<file path="config.mk">
export PLATFORM = sky130hd
export DESIGN_NAME = hue_cycle_pwm_flat
export DESIGN_NICKNAME = d
export VERILOG_FILES = /design/src/rtl/hue_cycle_pwm_if.sv /design/src/rtl/hue_cycle_pwm.sv /design/src/flat_wrapper.sv
export SDC_FILE = /design/constraint.sdc
export NUM_CORES = 1
export LEC_CHECK = 0
export BUFFER_PORTS_ARGS = -buffer_cell sky130_fd_sc_hd__buf_2
export CORE_UTILIZATION = 62
export DETAILED_ROUTE_END_ITERATION = 8
export PLACE_DENSITY = 0.89
export SYNTH_ARGS = -nofsm -noshare
export SYNTH_HDL_FRONTEND = slang
export SYNTH_SLANG_ARGS = --single-unit
</file>
<file path="constraint.sdc">
create_clock -name clk -period 2.83 [get_ports clk]
set_input_delay 0.566 -clock clk [delete_from_list [all_inputs] [get_ports clk]]
set_output_delay 0.566 -clock clk [all_outputs]
set_load 0.1 [all_outputs]
</file>
<file path="src/rtl/hue_cycle_pwm_if.sv">
// Control/status bundle for hue_cycle_pwm: run request in, PWM pins and
// hue position out.
interface hue_cycle_pwm_if #(
    parameter int unsigned NUM_CH = 3,
    parameter int unsigned STEPS  = 100
);
    localparam int unsigned SegW  = $clog2(2 * NUM_CH);
    localparam int unsigned RampW = (STEPS > 1) ? $clog2(STEPS) : 1;

    logic              run;
    logic [NUM_CH-1:0] pwm_out;
    logic [SegW-1:0]   segment;
    logic [RampW-1:0]  ramp;
    logic              wrap;

    modport master (output run, input pwm_out, input segment, input ramp, input wrap);
    modport slave  (input run, output pwm_out, output segment, output ramp, output wrap);
endinterface

</file>
<file path="src/rtl/hue_cycle_pwm.sv">
// Colour-wheel PWM engine: NUM_CH channels follow phase-shifted trapezoid duties.
// Define PWM_ACTIVE_LOW_EN for inverted (current-sink) pwm_out polarity.
module hue_cycle_pwm #(
    parameter int unsigned NUM_CH       = 3,
    parameter int unsigned PWM_INTERVAL = 1200,
    parameter int unsigned STEPS        = 100,
    parameter int unsigned STEP_PERIODS = 20
) (
    input logic            clk,
    input logic            reset,
    hue_cycle_pwm_if.slave bus
);
    localparam int unsigned NumSeg   = 2 * NUM_CH;
    localparam int unsigned DutyStep = PWM_INTERVAL / STEPS;
    localparam int unsigned SegW     = $clog2(NumSeg);
    localparam int unsigned RampW    = (STEPS > 1) ? $clog2(STEPS) : 1;
    localparam int unsigned CntW     = (PWM_INTERVAL > 1) ? $clog2(PWM_INTERVAL) : 1;
    localparam int unsigned HoldW    = (STEP_PERIODS > 1) ? $clog2(STEP_PERIODS) : 1;
    localparam int unsigned DutyW    = $clog2(PWM_INTERVAL + 1);

`ifdef PWM_ACTIVE_LOW_EN
    localparam logic Inactive = 1'b1;
`else
    localparam logic Inactive = 1'b0;
`endif

    if (NUM_CH < 2) begin : g_bad_num_ch
        $fatal(1, "hue_cycle_pwm: NUM_CH must be >= 2");
    end
    if (STEPS < 1 || PWM_INTERVAL < 1 || STEP_PERIODS < 1) begin : g_bad_zero
        $fatal(1, "hue_cycle_pwm: PWM_INTERVAL, STEPS, STEP_PERIODS must be >= 1");
    end
    if (STEPS >= 1 && (PWM_INTERVAL % STEPS) != 0) begin : g_bad_steps
        $fatal(1, "hue_cycle_pwm: PWM_INTERVAL must be a multiple of STEPS");
    end

    logic [CntW-1:0]               pwm_cnt_q;
    logic [HoldW-1:0]              hold_cnt_q;
    logic [RampW-1:0]              ramp_q;
    logic [SegW-1:0]               segment_q;
    logic [NUM_CH-1:0][DutyW-1:0]  duty_q;
    logic [NUM_CH-1:0][DutyW-1:0]  duty_d;
    logic [NUM_CH-1:0]             pwm_cmp;
    logic [NUM_CH-1:0]             pwm_q;
    logic                          wrap_q;
    logic                          period_end;
    logic [DutyW-1:0]              ramp_duty;

    assign period_end = bus.run && (pwm_cnt_q == CntW'(PWM_INTERVAL - 1));
    assign ramp_duty  = DutyW'(ramp_q) * DutyW'(DutyStep);

    // Channel c peaks around segment 2c; levels come from the pre-update position.
    for (genvar c = 0; c < NUM_CH; c++) begin : g_ch
        localparam int unsigned K       = (2 * c) % NumSeg;
        localparam int unsigned SegRise = (K + NumSeg - 2) % NumSeg;
        localparam int unsigned SegPre  = (K + NumSeg - 1) % NumSeg;
        localparam int unsigned SegFall = (K + 1) % NumSeg;

        always_comb begin
            duty_d[c] = '0;
            if (segment_q == SegW'(SegRise)) begin
                duty_d[c] = ramp_duty;
            end else if (segment_q == SegW'(SegPre) || segment_q == SegW'(K)) begin
                duty_d[c] = DutyW'(PWM_INTERVAL);
            end else if (segment_q == SegW'(SegFall)) begin
                duty_d[c] = DutyW'(PWM_INTERVAL) - ramp_duty;
            end
        end

        assign pwm_cmp[c] = (DutyW'(pwm_cnt_q) < duty_q[c]);
    end

    always_ff @(posedge clk) begin
        if (reset) begin
            pwm_cnt_q  <= '0;
            hold_cnt_q <= '0;
            ramp_q     <= '0;
            segment_q  <= '0;
            duty_q     <= '0;
            pwm_q      <= {NUM_CH{Inactive}};
            wrap_q     <= 1'b0;
        end else begin
            wrap_q <= 1'b0;
            pwm_q  <= {NUM_CH{Inactive}};
            if (bus.run) begin
                pwm_q     <= pwm_cmp ^ {NUM_CH{Inactive}};
                pwm_cnt_q <= period_end ? '0 : pwm_cnt_q + CntW'(1);
            end
            if (period_end) begin
                duty_q <= duty_d;
                if (hold_cnt_q == HoldW'(STEP_PERIODS - 1)) begin
                    hold_cnt_q <= '0;
                    if (ramp_q == RampW'(STEPS - 1)) begin
                        ramp_q <= '0;
                        if (segment_q == SegW'(NumSeg - 1)) begin
                            segment_q <= '0;
                            wrap_q    <= 1'b1;
                        end else begin
                            segment_q <= segment_q + SegW'(1);
                        end
                    end else begin
                        ramp_q <= ramp_q + RampW'(1);
                    end
                end else begin
                    hold_cnt_q <= hold_cnt_q + HoldW'(1);
                end
            end
        end
    end

    assign bus.pwm_out = pwm_q;
    assign bus.segment = segment_q;
    assign bus.ramp    = ramp_q;
    assign bus.wrap    = wrap_q;
endmodule

</file>
<file path="src/flat_wrapper.sv">
// flat-port wrapper written by rule: the top's interface ports become plain ports
module hue_cycle_pwm_flat 
#(
    parameter int unsigned NUM_CH       = 3,
    parameter int unsigned PWM_INTERVAL = 1200,
    parameter int unsigned STEPS        = 100,
    parameter int unsigned STEP_PERIODS = 20
)
  (clk, reset, bus_run, bus_pwm_out, bus_segment, bus_ramp, bus_wrap);
  hue_cycle_pwm_if #(.NUM_CH(NUM_CH), .STEPS(STEPS)) bus_i ();
  input logic clk;
  input logic reset;
  input wire logic [$bits(bus_i.run)-1:0] bus_run;
  output wire logic [$bits(bus_i.pwm_out)-1:0] bus_pwm_out;
  output wire logic [$bits(bus_i.segment)-1:0] bus_segment;
  output wire logic [$bits(bus_i.ramp)-1:0] bus_ramp;
  output wire logic [$bits(bus_i.wrap)-1:0] bus_wrap;
  assign bus_i.run = bus_run;
  assign bus_pwm_out = bus_i.pwm_out;
  assign bus_segment = bus_i.segment;
  assign bus_ramp = bus_i.ramp;
  assign bus_wrap = bus_i.wrap;
  hue_cycle_pwm #(.NUM_CH(NUM_CH), .PWM_INTERVAL(PWM_INTERVAL), .STEPS(STEPS), .STEP_PERIODS(STEP_PERIODS)) u_core (.clk(clk), .reset(reset), .bus(bus_i));
endmodule
</file>
==> impl_metrics.toml, run 1 <==
[setup_path]
r2r-end = "u_core.duty_q[9]$_SDFFE_PP0P_"
crit_slowest_cell = "fa_2"
path_buf_inv = 1
path_cells = "ha_1, inv_1, fa_2, o21bai_2, o22a_1, and2_1, o21ai_2, or4_1, a311oi_2"
cp-endpoint = "u_core.duty_q[9]$_SDFFE_PP0P_"
worst_ep_arrival_time_ns = 2.94
cp-start-kind = "flop"
worst_ep_required_time_ns = 3.08
path_class = "reg -> reg"
ff2ff_path_depth = 9
critPathMaxStageDelay_ns = 0.59
cp-startpoint = "u_core.bus.ramp[0]$_SDFFE_PP0P_"
crit_path_max_fanout = 13
cp.depth = 9
crit_path_end_kind = "flop"
crit_family = "adder cells"
rrSetupSlack_ns = 0.13
worstReg2RegStart = "u_core.bus.ramp[0]$_SDFFE_PP0P_"

[floorplan]
dieArea_um2 = 6502
die_w_um = 80.64
coreArea_um2 = 5956
core.rowCount = 28
initial_core_util = 0.6437
io_pins = 17
fp.dieH_um = 80.64

[logic_synthesis]
netlist_instances = 471
syn_avg_cell_area_um2 = 8.139
syn_area_um2 = 3834
synth_edf_count = 0
ys_seq_area_frac = 0.2977
synth-async-reset-ratio = 0
synthTopCellsByArea = "dfxtp_1 30%, ha_1 12%, nor2_1 5.4%"
syn_nets = 513
synth-seq-cells = 57
synth.largest_area_cell = "dfxtp_1"
ys.flop_type = "dfxtp_1"
yosysTopAreaCellShare = 0.2977
ys_types = 58
synth_most_common_cell = "dfxtp_1"
yosys_warnings = 0
synth_commonest_cells = "57 x dfxtp_1, 55 x nor2_1, 38 x ha_1, 36 x a21oi_1, 33 x inv_1"

[sta]
finClkSkew_ns = 0.006242
post-route-min-period_ns = 2.695
finalSetupViolations = 0
finalWorstSetupSlack_ns = 0.1347
finalHoldViolations = 0
slew_viol_final = 0
fmaxAchievable_mhz = 371.0
rsz0062_at_grt = "no"
tns_ns = 0
tightest_slew_ns = 0.6213
max_slew_margin = 0.5858
holdWs_ns = 0.4656
period_share = 0.9524

[drt]
firstDrtPassIters = 5
wl_per_cell_um = 16.19
wl_um = 9161
drcViolationCount = 0
vias_per_cell = 6.223
num_vias = 3522
drt_first_iter_violations = 283
antenna_left = 0

[power_and_ir_drop]
p_per_area_nw_per_um2 = 378.2
switchingPower_mw = 0.3601
ir_worst_vdd_v = 0.0002865
intPower_mw = 1.238
p_total_mw = 1.598
clockPowerShare = 0.479
comb_power_share = 0.018
pwr-share-seq = 0.504
p_leak_nw = 1.661
switching_share = 0.2253

[flow_run]
drv_cap = 0

[run_status]
status = "complete, no violations"

[place]
dp_hpwl_um = 6870
place_congestion = 0.9024
dp_slack_ns = 0.1419
dpl-instance-area_um2 = 4028
numPortBuffers = 16
placedCellCount = 550

[clock_network]
ctsHoldBuffers = 0
insertion_delay_ns = 0.34
cts_sinks = 57
cts_tree = "done"
clock_path_buffers = 2
cts-htree-levels = 3
cts.clk_slew.worst_paths_ns = 0.07
cts_buffers = 9
root_buffer = "clkbuf_8"

[global_route]
grt_use_total = 0.3008
gr-total-overflow = 0
antenna_found_initial = 0
grt_pass1_wl_um = 14880
grt_max_degree = 41
grt_pass1_vias = 3251

[min_path]
min_path_cells = 2
min_path_type = "in -> reg"

[layout]
fin_cells = 566
nets = 528
drive_gt1_frac = 0.1324
stdcell_area_um2 = 4225
n_antenna_cell = 0
final_util = 0.7095
syn_to_final_growth_pct = 10.22
n_fill_cell = 490
what timing repair did:
action	in CTS	in global routing
hold endpoints to repair	0	0
resized for setup	0	1
setup endpoints to repair	0	3
buffers inserted	0	0
cell type report:
cell class                 count  area, um^2  area share
inverter                      33       123.9     0.02932
multi-input combinational    357        2487      0.5887
clock buffer                  11       141.4     0.03346
sequential                    57        1155      0.2733
timing repair buffer          28       170.2     0.04027
clock inverter                 5       53.80     0.01273
tap                           75       93.84     0.02221
kinds of logic after synthesis:
kind of cell,synth area share
multiplexers,0.007833
buffers and inverters,0.05711
XOR/XNOR,0.06560
flip-flops,0.2976
adder cells (fa/ha/maj),0.1292
AO/OA/AOI/OAI,0.2069
AND/OR/NAND/NOR,0.2356
registers in the layout, summed over array words and instances (netlist names):
| register | cells |
|---|---|
| u_core.duty_q | 27 |
| u_core.pwm_cnt_q | 11 |
| u_core.bus.ramp | 7 |
| u_core.hold_cnt_q | 5 |
| u_core.bus.pwm_out | 3 |
| u_core.bus.segment | 3 |
| u_core.bus.wrap | 1 |
power groups by stage:
stage               Combinational (mW)  Sequential, mW  Clock, mW
global placement                0.0270           0.823          0
finish                          0.0280           0.805      0.765
global route                    0.0307           0.804      0.815
detailed placement              0.0281           0.823          0
CTS                             0.0279           0.805      0.774
floorplan                       0.0224           0.822          0
worst min-delay path by stage:
stage	from	to	slack [ns]
after floorplan	u_core.duty_q[13]$_SDFFE_PP0P_	u_core.duty_q[13]$_SDFFE_PP0P_	0.43
after global placement	u_core.duty_q[2]$_SDFFE_PP0P_	u_core.duty_q[2]$_SDFFE_PP0P_	0.44
after detailed placement	u_core.duty_q[24]$_SDFFE_PP0P_	u_core.duty_q[24]$_SDFFE_PP0P_	0.45
after CTS	reset	u_core.pwm_cnt_q[1]$_SDFFE_PP0P_	0.46
after global routing	reset	u_core.pwm_cnt_q[0]$_SDFFE_PP0P_	0.46
final	reset	u_core.pwm_cnt_q[1]$_SDFFE_PP0P_	0.47
layer usage:
layer  share of wire  GRT usage  wire, um  up-vias
met3           0.051    0.05114       467       31
met1            0.45     0.3841      4162     1642
li1                -          -         -     1720
met4           0.028     0.1339       256        0
met5               0          0         0        -
met2            0.47     0.4924      4274      129
cell usage in the layout (no fill, tap or decap), types with 8 or more instances in the layout:
cell and instances:
xnor2_1 13, nand2b_1 13, o21ai_0 14, ha_1 38, inv_1 33, nand2_1 23
nand3_1 20, nor4_1 8, buf_4 12, a211oi_1 16, a21o_1 10, dfxtp_1 50
nor3_1 10, a21oi_1 36, nor2_1 55, buf_2 16, xor2_1 12, clkbuf_8 10
No activity file was read; power rests on OpenSTA's default activity.
==> run 2: changes to the inputs <==
Settings changed: CORE_UTILIZATION 62 to 56, CTS_CLUSTER_SIZE set to 12, PLACE_DENSITY 0.89 to 0.85.
Clock period 2.83 ns to 2.4 ns, I/O delays scaled along.
==> run 2 against run 1 <==
The flow now finishes with violations (negative setup slack); highest routed layer unchanged; die area grew 10%; global-route usage decreased by 2.1 points; first-iteration DRC count up 50%; total power is 13% higher; core utilization fell by 0.92 points; largest power group unchanged.
==> impl_metrics.toml, run 2 (same netlist as run 1, synthesis figures left out) <==
[run_status]
status = "complete, but fails checks"
violations = "negative setup slack"

[place]
place_congestion = 0.9330
placedCellCount = 563
dp_hpwl_um = 6853
dpl-instance-area_um2 = 4214
numPortBuffers = 16

[layout]
stdcell_area_um2 = 4548
drive_gt1_frac = 0.2039
syn_to_final_growth_pct = 18.64
seqCellArea_um2 = 1169
multiInputGateArea_um2 = 2645
n_fill_cell = 478
nets = 548
fin_cells = 587
largest_reg_flops = 27
final_cell_mix = "54 x nor2_1, 49 x dfxtp_1, 35 x a21oi_1"
regMostFlops = "u_core.duty_q"
n_antenna_cell = 0
mostFrequentLayoutCell = "nor2_1"

[power_and_ir_drop]
p_per_area_nw_per_um2 = 398.2
p_leak_nw = 1.808
pwr-share-seq = 0.521
clockPowerShare = 0.460
ir_worst_vdd_v = 0.0002511
switching_share = 0.2255
intPower_mw = 1.403
comb_power_share = 0.019
switchingPower_mw = 0.4084

[floorplan]
io_pins = 17
fp.dieH_um = 84.74
core.rowCount = 29
coreArea_um2 = 6495
die_w_um = 84.74
dieArea_um2 = 7181
initial_core_util = 0.5903

[setup_path]
worst_ep_required_time_ns = 2.65
crit_path_max_fanout = 5
ff2ff_path_depth = 9
path_class = "reg -> reg"
worst_ep_arrival_time_ns = 2.65
cp-start-kind = "flop"
crit_path_end_kind = "flop"

[clock_network]
cts-htree-levels = 3
insertion_delay_ns = 0.34
clock_path_buffers = 2
root_buffer = "clkbuf_8"
cts_tree = "done"
cts_buffers = 9
cts.clk_slew.worst_paths_ns = 0.07
cts_sinks = 57

[sta]
finalSetupViolations = 1
post-route-min-period_ns = 2.401
fmaxAchievable_mhz = 416.4
slew_viol_final = 0
finClkSkew_ns = 0.01321
period_share = 1.001
rsz0062_at_grt = "yes"
finalHoldViolations = 0
tightest_slew_ns = 0.7055
finalWorstSetupSlack_ns = -0.001371
max_slew_margin = 0.5260

[global_route]
grt_pass1_vias = 3421
grt_pass1_wl_um = 15840
gr-total-overflow = 0
antenna_found_initial = 0
grt_max_degree = 48
grt_use_total = 0.2796

[drt]
drcViolationCount = 0
antenna_left = 0
wl_um = 9776
firstDrtPassIters = 7
drt_first_iter_violations = 425
wl_per_cell_um = 16.65
num_vias = 3670
vias_per_cell = 6.252

[min_path]
min_path_type = "reg -> reg"
min_path_cells = 2

[flow_run]
drv_cap = 0
[run 2: cell count changes in the layout (fill, tap and decap cells not counted), sizes merged]
cell    before  now
buf         28   48
clkbuf      11   13
clkinv       2    1
bufinv       1    0
inv         34   33
[run 2: repair_timing]
| action | CTS | global route |
|---|---|---|
| setup buffers | 3 | 6 |
| resized for setup | 2 | 13 |
| hold buffers | 0 | 0 |
| hold endpoints to repair | 0 | 0 |
| pin swaps | 3 | 9 |
| cloned | 0 | 0 |
| endpoints found under the setup margin | 2 | 11 |
[run 2: power groups by stage]
stage	sequential [mW]	combinational (mW)	clock [mW]
4_1_cts	0.943	0.0347	0.847
6_report	0.944	0.0351	0.832
3_3_place_gp	0.964	0.0331	0
2_1_floorplan	0.964	0.0264	0
5_1_grt	0.943	0.0389	0.893
3_5_place_dp	0.965	0.0347	0
[run 2: per-stage QoR]
step	power [mW]	setup WS [ns]	hold slack, ns	TNS, ns	util
6_report	1.811	-0.001371	0.4604	-0.001371	0.7003
5_1_grt	1.875	-0.05833	0.4773	-0.2450	0.7003
4_1_cts	1.825	0.0005607	0.4600	0	0.6818
3_5_place_dp	0.9995	-0.01191	0.4512	-0.01423	0.6488
3_3_place_gp	0.9975	0.07679	0.4408	0	0.6488
2_1_floorplan	0.9903	-0.3118	0.4324	-0.8696	-
[run 2: area by class of cell]
class / count / area share
Timing Repair Buffer: 48 / 0.07318
Tap cell: 77 / 0.02118
Multi-Input combinational cell: 357 / 0.5816
Sequential cell: 57 / 0.2569
Clock buffer: 13 / 0.03714
Inverter: 33 / 0.02724
Clock inverter: 2 / 0.002751
[run 2: critical path, stage by stage (launching register included)]
cell,delay [ns]
dfxtp_4,0.37
ha_4,0.14
inv_2,0.04
fa_2,0.52
o21bai_4,0.14
o22a_1,0.18
and2_4,0.16
o21ai_2,0.07
or4_1,0.46
a311oi_2,0.21
[run 2: layer usage]
| metal | track usage | routed length [um] | vias up |
|---|---|---|---|
| met4 | 0.1294 | 277 | 0 |
| met5 | 0 | 0 | - |
| met3 | 0.05408 | 797 | 35 |
| met1 | 0.3691 | 4132 | 1693 |
| met2 | 0.4420 | 4567 | 179 |
| li1 | - | - | 1763 |
[run 2: path summary, 6_finish.rpt]
check	from	endpoint	slack, ns
hold / removal	u_core.duty_q[13]$_SDFFE_PP0P_	u_core.duty_q[13]$_SDFFE_PP0P_	0.46
setup / recovery	u_core.bus.ramp[0]$_SDFFE_PP0P_	u_core.duty_q[9]$_SDFFE_PP0P_	-0.001
setup reg to reg	u_core.bus.ramp[0]$_SDFFE_PP0P_	u_core.duty_q[9]$_SDFFE_PP0P_	-0.001
hold reg to reg	u_core.duty_q[13]$_SDFFE_PP0P_	u_core.duty_q[13]$_SDFFE_PP0P_	0.46
==> run 3: changes to the inputs <==
Settings changed: CELL_PAD_IN_SITES_DETAIL_PLACEMENT set to 1, CELL_PAD_IN_SITES_GLOBAL_PLACEMENT set to 2, CORE_UTILIZATION 56 to 34.
Clock period 2.4 ns to 2.14 ns, I/O delays scaled along.
==> run 3 against run 2 <==
The flow still finishes with violations (negative setup slack); critical path depth grew 1; sequential share of layout area shrank 3.5 points; worst setup slack lost 0.23 ns; clock-buffer cell count shrank 1; fmax up 1.3%.
==> impl_metrics.toml, run 3 (same netlist as run 1, synthesis figures left out) <==
[run_status]
status = "complete, but fails checks"
violations = "negative setup slack"

[sta]
rsz0062_at_grt = "yes"
tns_ns = -2.184
finalHoldViolations = 0
post-route-min-period_ns = 2.371
fmaxAchievable_mhz = 421.8
tightest_slew_ns = 0.6197
finClkSkew_ns = 0.008228
finalWorstSetupSlack_ns = -0.2308
max_slew_margin = 0.5860
period_share = 1.108
slew_viol_final = 0
finalSetupViolations = 13
holdWs_ns = 0.4576

[place]
dp_hpwl_um = 8778
dpl-instance-area_um2 = 4643
numPortBuffers = 16
placedCellCount = 672
dp_slack_ns = -0.3208
place_congestion = 0.8302

[setup_path]
rrSetupSlack_ns = -0.23
crit_path_end_kind = "flop"
crit_path_max_fanout = 5
worst_ep_required_time_ns = 2.36
path_class = "reg -> reg"
worst_ep_arrival_time_ns = 2.59
cp-start-kind = "flop"

[layout]
drive_gt1_frac = 0.3237
nets = 593
fin_cells = 696
mostFrequentLayoutCell = "buf_4"
syn_to_final_growth_pct = 38.12
final_cell_mix = "72 x buf_4, 54 x nor2_1, 46 x dfxtp_1"
regMostFlops = "u_core.duty_q"
largest_reg_flops = 27
stdcell_area_um2 = 5295
n_antenna_cell = 0
final_util = 0.4842

[floorplan]
die_w_um = 108.2
dieArea_um2 = 11700
initial_core_util = 0.3506
fp.dieH_um = 108.2
coreArea_um2 = 10940
core.rowCount = 38
io_pins = 17

[drt]
wl_um = 12690
drcViolationCount = 0
vias_per_cell = 5.540
drt_first_iter_violations = 199
firstDrtPassIters = 5
wl_per_cell_um = 18.23
num_vias = 3856
antenna_left = 0

[power_and_ir_drop]
p_leak_nw = 2.136
clockPowerShare = 0.583
p_total_mw = 2.650
ir_worst_vdd_v = 0.0002502
intPower_mw = 2.072
p_per_area_nw_per_um2 = 500.5
switchingPower_mw = 0.5784
comb_power_share = 0.018
pwr-share-seq = 0.399
switching_share = 0.2182

[global_route]
grt_pass1_wl_um = 20270
antenna_found_initial = 0
gr-total-overflow = 0
grt_max_degree = 34
grt_pass1_vias = 3937
grt_use_total = 0.2285

[clock_network]
clock_path_buffers = 2
cts_buffers = 9
cts_sinks = 57
cts_tree = "done"
cts-htree-levels = 3
insertion_delay_ns = 0.34
cts.clk_slew.worst_paths_ns = 0.05
root_buffer = "clkbuf_16"
ctsHoldBuffers = 0

[flow_run]
drv_cap = 0

[min_path]
min_path_type = "reg -> reg"
==> run 3: cell count changes in the layout (fill, tap and decap cells not counted), moves of 3 or more <==
| cell | delta |
|---|---|
| buf_6 | +3 |
| dfxtp_1 | -3 |
| clkbuf_16 | +11 |
| buf_4 | +41 |
| a2111oi_0 | -3 |
| a211oi_2 | +5 |
| clkbuf_8 | -11 |
| a211oi_1 | -5 |
==> run 3: area by class of cell <==
| cell class | count | area, um^2 |
|---|---|---|
| inverters | 33 | 123.9 |
| multi-input cells | 357 | 2805 |
| clock inverters | 4 | 48.80 |
| repair buffers | 93 | 699.4 |
| fillers | 1317 | 5640 |
| flip-flops and latches | 57 | 1175 |
| well taps | 140 | 175.2 |
| clock buffers | 12 | 267.8 |
==> run 3: critical path, cell delays in order, from the launching register on <==
cell,delay (ns)
dfxtp_4,0.36
ha_4,0.13
inv_2,0.03
fa_2,0.38
nand2b_4,0.18
a21oi_4,0.21
xor2_2,0.22
buf_6,0.16
o211a_4,0.22
mux2i_2,0.25
nand2_1,0.09
==> run 3: power groups by stage <==
stage	sequential, mW	clock (mW)	combinational, mW
after detailed placement	1.08	0	0.0469
after floorplan	1.08	0	0.0296
after CTS	1.06	1.57	0.0479
final	1.06	1.54	0.0487
after global routing	1.06	1.60	0.0538
after global placement	1.08	0	0.0451
==> run 3: final timing paths <==
path                                                 startpoint                              to  cells after the start
worst min register to register   u_core.duty_q[13]$_SDFFE_PP0P_  u_core.duty_q[13]$_SDFFE_PP0P_                      2
worst min-delay path             u_core.duty_q[13]$_SDFFE_PP0P_  u_core.duty_q[13]$_SDFFE_PP0P_                      2
worst max register to register  u_core.bus.ramp[1]$_SDFFE_PP0P_  u_core.duty_q[32]$_SDFFE_PP0P_                     10
worst max-delay path            u_core.bus.ramp[1]$_SDFFE_PP0P_  u_core.duty_q[32]$_SDFFE_PP0P_                     10
==> run 3: repair_timing <==
item	CTS	global route
endpoints found under the setup margin	13	26
pin swaps	10	11
hold endpoints to repair	0	0
setup buffers	4	3
gates resized for setup	25	27
cloned	0	1
==> run 3: per-layer routing <==
layer  up-vias  part of all wire  global-route usage  wire length (um)
met5         -                 0                   0                 0
met2        73              0.48              0.3726              6141
met4         0             0.030              0.1223               382
met1      1901              0.45              0.2847              5674
met3        26             0.039             0.04159               490
li1       1856                 -                   -                 -
